--- config.mk ---
export PLATFORM = sky130hd
export DESIGN_NAME = branch_predictor
export DESIGN_NICKNAME = d
export VERILOG_FILES = /design/src/rtl/branch_predictor.sv
export SDC_FILE = /design/constraint.sdc
export NUM_CORES = 2
export LEC_CHECK = 0
export BUFFER_PORTS_ARGS = -buffer_cell sky130_fd_sc_hd__buf_2
export CAP_MARGIN = 15
export CORE_MARGIN = 2
export CORE_UTILIZATION = 56
export DETAILED_ROUTE_END_ITERATION = 10
export PLACE_DENSITY = 0.76
export SLEW_MARGIN = 25
export SYNTH_ARGS = -nofsm -noshare
export SYNTH_HDL_FRONTEND = slang
export SYNTH_SLANG_ARGS = --single-unit
--- constraint.sdc ---
create_clock -name CLK -period 3.2 [get_ports CLK]
set_clock_uncertainty 0.05 [all_clocks]
set_input_delay 0 -clock CLK [delete_from_list [all_inputs] [get_ports CLK]]
set_output_delay 0 -clock CLK [all_outputs]
set_load 0.05 [all_outputs]
--- src/rtl/branch_predictor.sv ---
// branch_predictor: direct-mapped BTB with direction counters, mispredict detect and stats.
// BPRED_2BIT_EN selects 2-bit saturating counters; otherwise a 1-bit last-outcome bit.
package branch_predictor_pkg;
   typedef enum logic {OPC = 1'b0, PPC = 1'b1} pred_mux_t;
endpackage

module branch_predictor
   import branch_predictor_pkg::*;
#(
   parameter int ENTRIES = 16,
   parameter int CNT_W   = 16
) (
   input  logic             CLK,
   input  logic             nRST,
   input  logic [31:0]      fetch_pc,
   output pred_mux_t        pred_sel,
   output logic [31:0]      pred_pc,
   input  logic             upd_valid,
   input  logic             upd_stall,
   input  logic [31:0]      upd_pc,
   input  logic             upd_taken,
   input  logic [31:0]      upd_target,
   input  pred_mux_t        upd_pred_sel,
   input  logic [31:0]      upd_pred_pc,
   output logic             mispredict,
   output logic [31:0]      recover_pc,
   output logic [CNT_W-1:0] branch_cnt,
   output logic [CNT_W-1:0] miss_cnt
);
   localparam int IDX   = $clog2(ENTRIES);
   localparam int TAG_W = 30 - IDX;
`ifdef BPRED_2BIT_EN
   localparam int CW = 2;
   localparam logic [CW-1:0] CNT_RST   = 2'b01;
   localparam logic [CW-1:0] CNT_ALLOC = 2'b10;
`else
   localparam int CW = 1;
   localparam logic [CW-1:0] CNT_RST   = 1'b0;
   localparam logic [CW-1:0] CNT_ALLOC = 1'b1;
`endif

   logic [ENTRIES-1:0] valid_q, valid_d;
   logic [TAG_W-1:0]   tag_q [ENTRIES];
   logic [TAG_W-1:0]   tag_d [ENTRIES];
   logic [31:0]        tgt_q [ENTRIES];
   logic [31:0]        tgt_d [ENTRIES];
   logic [CW-1:0]      cnt_q [ENTRIES];
   logic [CW-1:0]      cnt_d [ENTRIES];
   logic [CNT_W-1:0]   branch_cnt_q, branch_cnt_d, miss_cnt_q, miss_cnt_d;

   logic [IDX-1:0]   f_idx, u_idx;
   logic [TAG_W-1:0] f_tag, u_tag;
   logic             f_hit, u_hit, accept;
   logic [CW-1:0]    u_cnt, cnt_upd;

   assign f_idx  = fetch_pc[IDX+1:2];
   assign f_tag  = fetch_pc[31:IDX+2];
   assign u_idx  = upd_pc[IDX+1:2];
   assign u_tag  = upd_pc[31:IDX+2];
   assign f_hit  = valid_q[f_idx] && (tag_q[f_idx] == f_tag);
   assign u_hit  = valid_q[u_idx] && (tag_q[u_idx] == u_tag);
   assign accept = upd_valid && !upd_stall;
   assign u_cnt  = cnt_q[u_idx];

   // Lookup reads registered state only, so a same-cycle update is not bypassed.
   assign pred_sel = (f_hit && cnt_q[f_idx][CW-1]) ? PPC : OPC;
   assign pred_pc  = (pred_sel == PPC) ? tgt_q[f_idx] : fetch_pc + 32'd4;

   assign mispredict = upd_valid && ((upd_taken != (upd_pred_sel == PPC)) ||
                       (upd_taken && (upd_pred_sel == PPC) && (upd_pred_pc != upd_target)));
   assign recover_pc = upd_taken ? upd_target : upd_pc + 32'd4;

`ifdef BPRED_2BIT_EN
   assign cnt_upd = upd_taken ? ((u_cnt == 2'b11) ? u_cnt : u_cnt + 2'd1)
                              : ((u_cnt == 2'b00) ? u_cnt : u_cnt - 2'd1);
`else
   assign cnt_upd = upd_taken;
`endif

   always_comb begin
      valid_d = valid_q;
      tag_d   = tag_q;
      tgt_d   = tgt_q;
      cnt_d   = cnt_q;
      if (accept && u_hit) begin
         cnt_d[u_idx] = cnt_upd;
         if (upd_taken) tgt_d[u_idx] = upd_target;
      end else if (accept && upd_taken) begin
         valid_d[u_idx] = 1'b1;
         tag_d[u_idx]   = u_tag;
         tgt_d[u_idx]   = upd_target;
         cnt_d[u_idx]   = CNT_ALLOC;
      end
   end

   assign branch_cnt_d = (accept && !(&branch_cnt_q)) ? branch_cnt_q + CNT_W'(1) : branch_cnt_q;
   assign miss_cnt_d   = (accept && mispredict && !(&miss_cnt_q)) ? miss_cnt_q + CNT_W'(1) : miss_cnt_q;
   assign branch_cnt   = branch_cnt_q;
   assign miss_cnt     = miss_cnt_q;

   always_ff @(posedge CLK or negedge nRST) begin
      if (!nRST) begin
         valid_q      <= '0;
         branch_cnt_q <= '0;
         miss_cnt_q   <= '0;
         for (int i = 0; i < ENTRIES; i++) begin
            tag_q[i] <= '0;
            tgt_q[i] <= '0;
            cnt_q[i] <= CNT_RST;
         end
      end else begin
         valid_q      <= valid_d;
         tag_q        <= tag_d;
         tgt_q        <= tgt_d;
         cnt_q        <= cnt_d;
         branch_cnt_q <= branch_cnt_d;
         miss_cnt_q   <= miss_cnt_d;
      end
   end
endmodule

-- Word level (Yosys, flattened, before mapping)
Index checks and enable logic that the tools add are counted.
- input bits: 134
- RAM bits: 0
- bits in latches: 0
- bits in read-only memories: 0
- register bits after elaboration: 992
- word-level logic and storage cells: 129
- memories: 0
- order comparisons: 6
- multipliers: 0
- mux-type cells: 35
- equal/unequal tests: 5
- shifts and indexed selects: 0
- reduce and logical (&&, ||, !) cells: 23
- divide/modulo/power cells: 0
- bitwise operators: 5
- add/sub/neg operators: 4
- operators by type and width (kind ; number):
    $mux W512 ; 3
    $bwmux W512 ; 1
    $bwmux W416 ; 1
    $bmux W26 S4 ; 2
    $mux W32 ; 5
    $mux W26 ; 5
    $bmux W32 S4 ; 1
    $demux W32 S4 ; 1
    $demux W26 S4 ; 1
    $add A32 B3 Y32 const B ; 2
    $eq A26 B26 Y1 ; 2
    $add A16 B1 Y16 const B ; 2
    $mux W16 ; 2
    $ne A32 B32 Y1 ; 1
    $or A16 B16 Y16 ; 2
    $reduce_and A16 Y1 ; 2
    $bwmux W16 ; 1
    $logic_and A1 B1 Y1 ; 14
    $bmux W1 S4 ; 3
    $ge A5 B5 Y1 const B ; 2
    $lt A4 B5 Y1 const B ; 2
    $not A4 Y5 ; 2
    $demux W1 S4 ; 2
    $mux W1 ; 7
    9 further kinds ; 12

-- Logic depth before layout (Yosys ltp)
- depth after elaboration: 9
- mapped depth: 15

-- Least setup slack after synthesis
No wires, ideal clock.
- path kind: input port to output port
- start: input fetch_pc[2]
- end: output pred_pc[2]
- slack: -0.810 ns
- required time: 3.150 ns
- stages: 11
- arrival: 3.960 ns
- cell sequence: buf_2 > buf_1 > buf_2 > mux4_2 > a211oi_1 > a21oi_1 > xnor2_1 > nand4_1 > nor4_2 > buf_2 > mux2i_1
- cells in the longest elaborated chain, start to end: 9
- elaborated cells between the ends (all ways): 18
- ends and longest elaborated chain (what ; line ; text):
    from (decl) ; 15 ; input logic [31:0] fetch_pc,
    $not A4 Y5 (implied by the code) ; 60, 66 ;
    $bmux W26 S4 ; 60 ; assign f_hit = valid_q[f_idx] && (tag_q[f_idx] == f_tag);
    $mux W26 (implied by the code) (2 in a row) ; 60 ;
    $eq A26 B26 Y1 ; 60 ;
    $logic_and A1 B1 Y1 ; 60 ;
    $logic_and A1 B1 Y1 * ; 66 ; assign pred_sel = (f_hit && cnt_q[f_idx][CW-1]) ? PPC : OPC;
    $mux W1 * ; 66 ;
    named net pred_sel ; 16 ; output pred_mux_t pred_sel,
    $mux W32 * ; 67 ; assign pred_pc = (pred_sel == PPC) ? tgt_q[f_idx] : fetch_pc + 32'd4;
    to (decl) ; 17 ; output logic [31:0] pred_pc,
The timed path passes the listed nets; every way through them passes the cells marked *. The select of a mux whose other input is x is not followed.

-- Worst setup path after layout
- start: register tag_q[152] (netlist bit)
- end: output pred_pc[25]
- cells in the longest elaborated chain, start to end: 8
- ends and longest elaborated chain (what ; line ; text):
    from (decl) ; 43 ; logic [TAG_W-1:0] tag_q [ENTRIES];
    from (signal assigned) ; 113 ; tag_q <= tag_d;
    $bmux W26 S4 ; 60 ;
    $mux W26 (implied by the code) (2 in a row) ; 60 ;
    $eq A26 B26 Y1 ; 60 ;
    $logic_and A1 B1 Y1 ; 60 ;
    $logic_and A1 B1 Y1 ; 66 ;
    $mux W1 ; 66 ;
    $mux W32 ; 67 ;
Every way passes these cells. The select of a mux whose other input is x is not followed.

==> qor.yml <==
ys_types: 59
worst_slack_ps: -889
vias_per_cell: 6.70
synth_nets: 3581
initial_core_util_pct: 56.6
cts.sinks: 992
leakagePower_nw: 29.1
async_flop_share_pct: 100
layout_common_cells: "dfrtp_1 (992), mux2_2 (734), mux4_2 (371)"
grt_max_degree: 141
finalCriticalPeriod_ps: 4090
max-clock-path-buffers: 3
yosysWarnings: 0
drc: 0
synth.ff_latch_count: 992
worstPathMaxFanout: 11
worstPathArrival_ps: 4040
grt_pass1_wl_um: 243000
synth_edf_count: 0
ir_drop_v: 0.000445
grt_use_met3_pct: 11.3
status: "finished with violations"
synth-seq-area-share_pct: 47.9
ios: 232
grt_antenna_before_repair: 6
cts_tree: "built"
min_path_cells: 5
io_buffers: 231
worst_pin_slew_ps: 901
busiest_layer: "met2"
reg2reg_setup_slack_ps: -560
placed_area_um2: 56800
min_from: "upd_valid"
wire_per_inst_um: 31.9
dpl.hpwl_um: 104000
ant_nets: 0
max_clock_freq_ghz: 0.245
dp_cells: 4899
violations: "negative setup slack"
grt_use_met2_pct: 51.8
powerDensity_nw_per_um2: 555
hold_viol_final: 0
nets: 4104
synth.avg_cell_area_um2: 15.1
die-area_um2: 95100
areaGrowthSynthToFinish_pct: 21.8
cts.clk_slew.worst_paths_ps: 60
drt_iter0_drc: 4154
slew_headroom_pct: 39.0
whs_ps: 80.2
yosys-top-cells-area: "dfrtp_1 (48%), mux2_2 (17%), mux4_2 (16%)"
max_cap_viol_count: 0
start_kind: "register"
grt_use_total_pct: 35.2
via_count: 35100
worstSetupPathType: "register to output port"
grt_overflow_total: 0
synthCells: 3439
die_w_um: 308
design_area_um2: 63200
crit_required_ps: 3150
final_cells: 5237
total_power_w: 0.0350
firstDrtPassIters: 6
drive_gt1_share_pct: 56.0
rows: 111
cts-root-buf: "clkbuf_16"
setup_viol: 482
r2r-end: "tag_q[297]"
grt_pass1_vias: 35700
synth.cell_area_um2: 51900
ys.flop_type: "dfrtp_1"
h-tree-depth: 3
slew_violations: 0
core-area_um2: 91700
critPathCaptureType: "output port"
synth_area_leader_cell: "dfrtp_1"
final_common_cell: "dfrtp_1"
clkLatencyLatePin_ps: 720
rr_startpoint: "tag_q[138]"
numCtsBuffers: 103
rsz0062_at_grt: "yes"
dieHeight_um: 308
wirelength_um: 167000
hp-class: "primary input to register"
synth_top_area_share_pct: 47.9
met1_usage_pct: 47.5
fin_crit_sh_pct: 128
place.gp.congestion: 0.965
rr_worst_depth: 17
hold_path_end: "cnt_q[0]"
==> cells in the mapped netlist (all sizes together) (7+ instances only) <==
library cell / count
o21ai: 48
nand2: 109
nor2: 47
nand3: 40
a2bb2oi: 7
inv: 19
nand2b: 15
o31a: 9
xnor2: 83
buf: 110
mux2: 967
clkbuf: 222
nand4: 24
and4: 9
dfrtp: 992
a221oi: 8
and3: 18
xor2: 93
mux4: 374
mux2i: 105
nor4: 13
nor2b: 11
a211oi: 8
or2: 17
ha: 8
a21oi: 23
nor3: 13
a22oi: 11
==> cell families after synthesis <==
family          share of synthesized area, %
fa+ha+maj                              0.193
xor+xnor                                2.97
simple gates                            3.14
mux                                     40.5
flops                                   47.9
compound gates                          2.16
buf+inv                                 3.13
==> stage by stage <==
step	TNS [ps]	setup WS, ps	util [%]
global placement	-94550	-450	61.9
floorplan	-16820	-105	-
global route	-217970	-901	68.9
finish	-198240	-889	68.9
CTS	-202100	-823	68.2
detailed placement	-136000	-537	61.9
==> how the worst max path moves through the flow <==
stage	from	to	slack, ps	cells after the start
finish	tag_q[152]	pred_pc[25]	-890	11
global route	tag_q[184]	pred_pc[25]	-900	13
CTS	tag_q[36]	pred_pc[1]	-820	13
detailed placement	fetch_pc[2]	pred_pc[1]	-540	13
global placement	fetch_pc[2]	pred_pc[3]	-450	9
floorplan	tag_q[145]	tag_q[32]	-100	8
==> timing repair <==
action | in CTS | in global routing
setup buffers | 41 | 28
resized for setup | 138 | 134
endpoints found under the setup margin | 469 | 483
hold buffers | 63 | 0
pin swaps | 14 | 23
cloned | 20 | 3
endpoints found under the hold margin | 1910 | 0
==> final cells by class <==
type | instances | area (um2)
Tap cell | 1186 | 1480
Multi-Input combinational cell | 2096 | 25900
Fill cell | 5913 | 28500
Timing Repair Buffer | 750 | 7230
Clock inverter | 31 | 434
Clock buffer | 158 | 3190
Sequential cell | 992 | 24800
Inverter | 19 | 71.3
Antenna cell | 5 | 12.5
==> critical path, stage by stage, from the launching register on <==
cell and delay (ps):
dfrtp_1 440, mux4_2 500, mux2i_1 230, mux2i_1 230, xor2_1 200, nor4_2 310, o2111ai_4 220, nor4_4 280
buf_6 230, buf_12 170, mux2_2 360, buf_6 160
==> layer usage <==
layer	part of all wire (%)	vias up
li1	-	13900
met1	38	18500
met2	44	2112
met3	12	510
met4	5.4	8
met5	0.035	-
==> sequential cells by signal, indices dropped and copies added, names as in the netlist <==
name and cells:
valid_q 16, miss_cnt 16, tgt_q 512, tag_q 416
branch_cnt 16, cnt_q 16
==> where the power goes <==
part / switching (W) / internal (W) / total, W
combinational: 0.00318 / 0.00374 / 0.00692
sequential: 0.00116 / 0.0142 / 0.0154
clock: 0.00529 / 0.00744 / 0.0127
No activity file was read; power rests on OpenSTA's default activity.
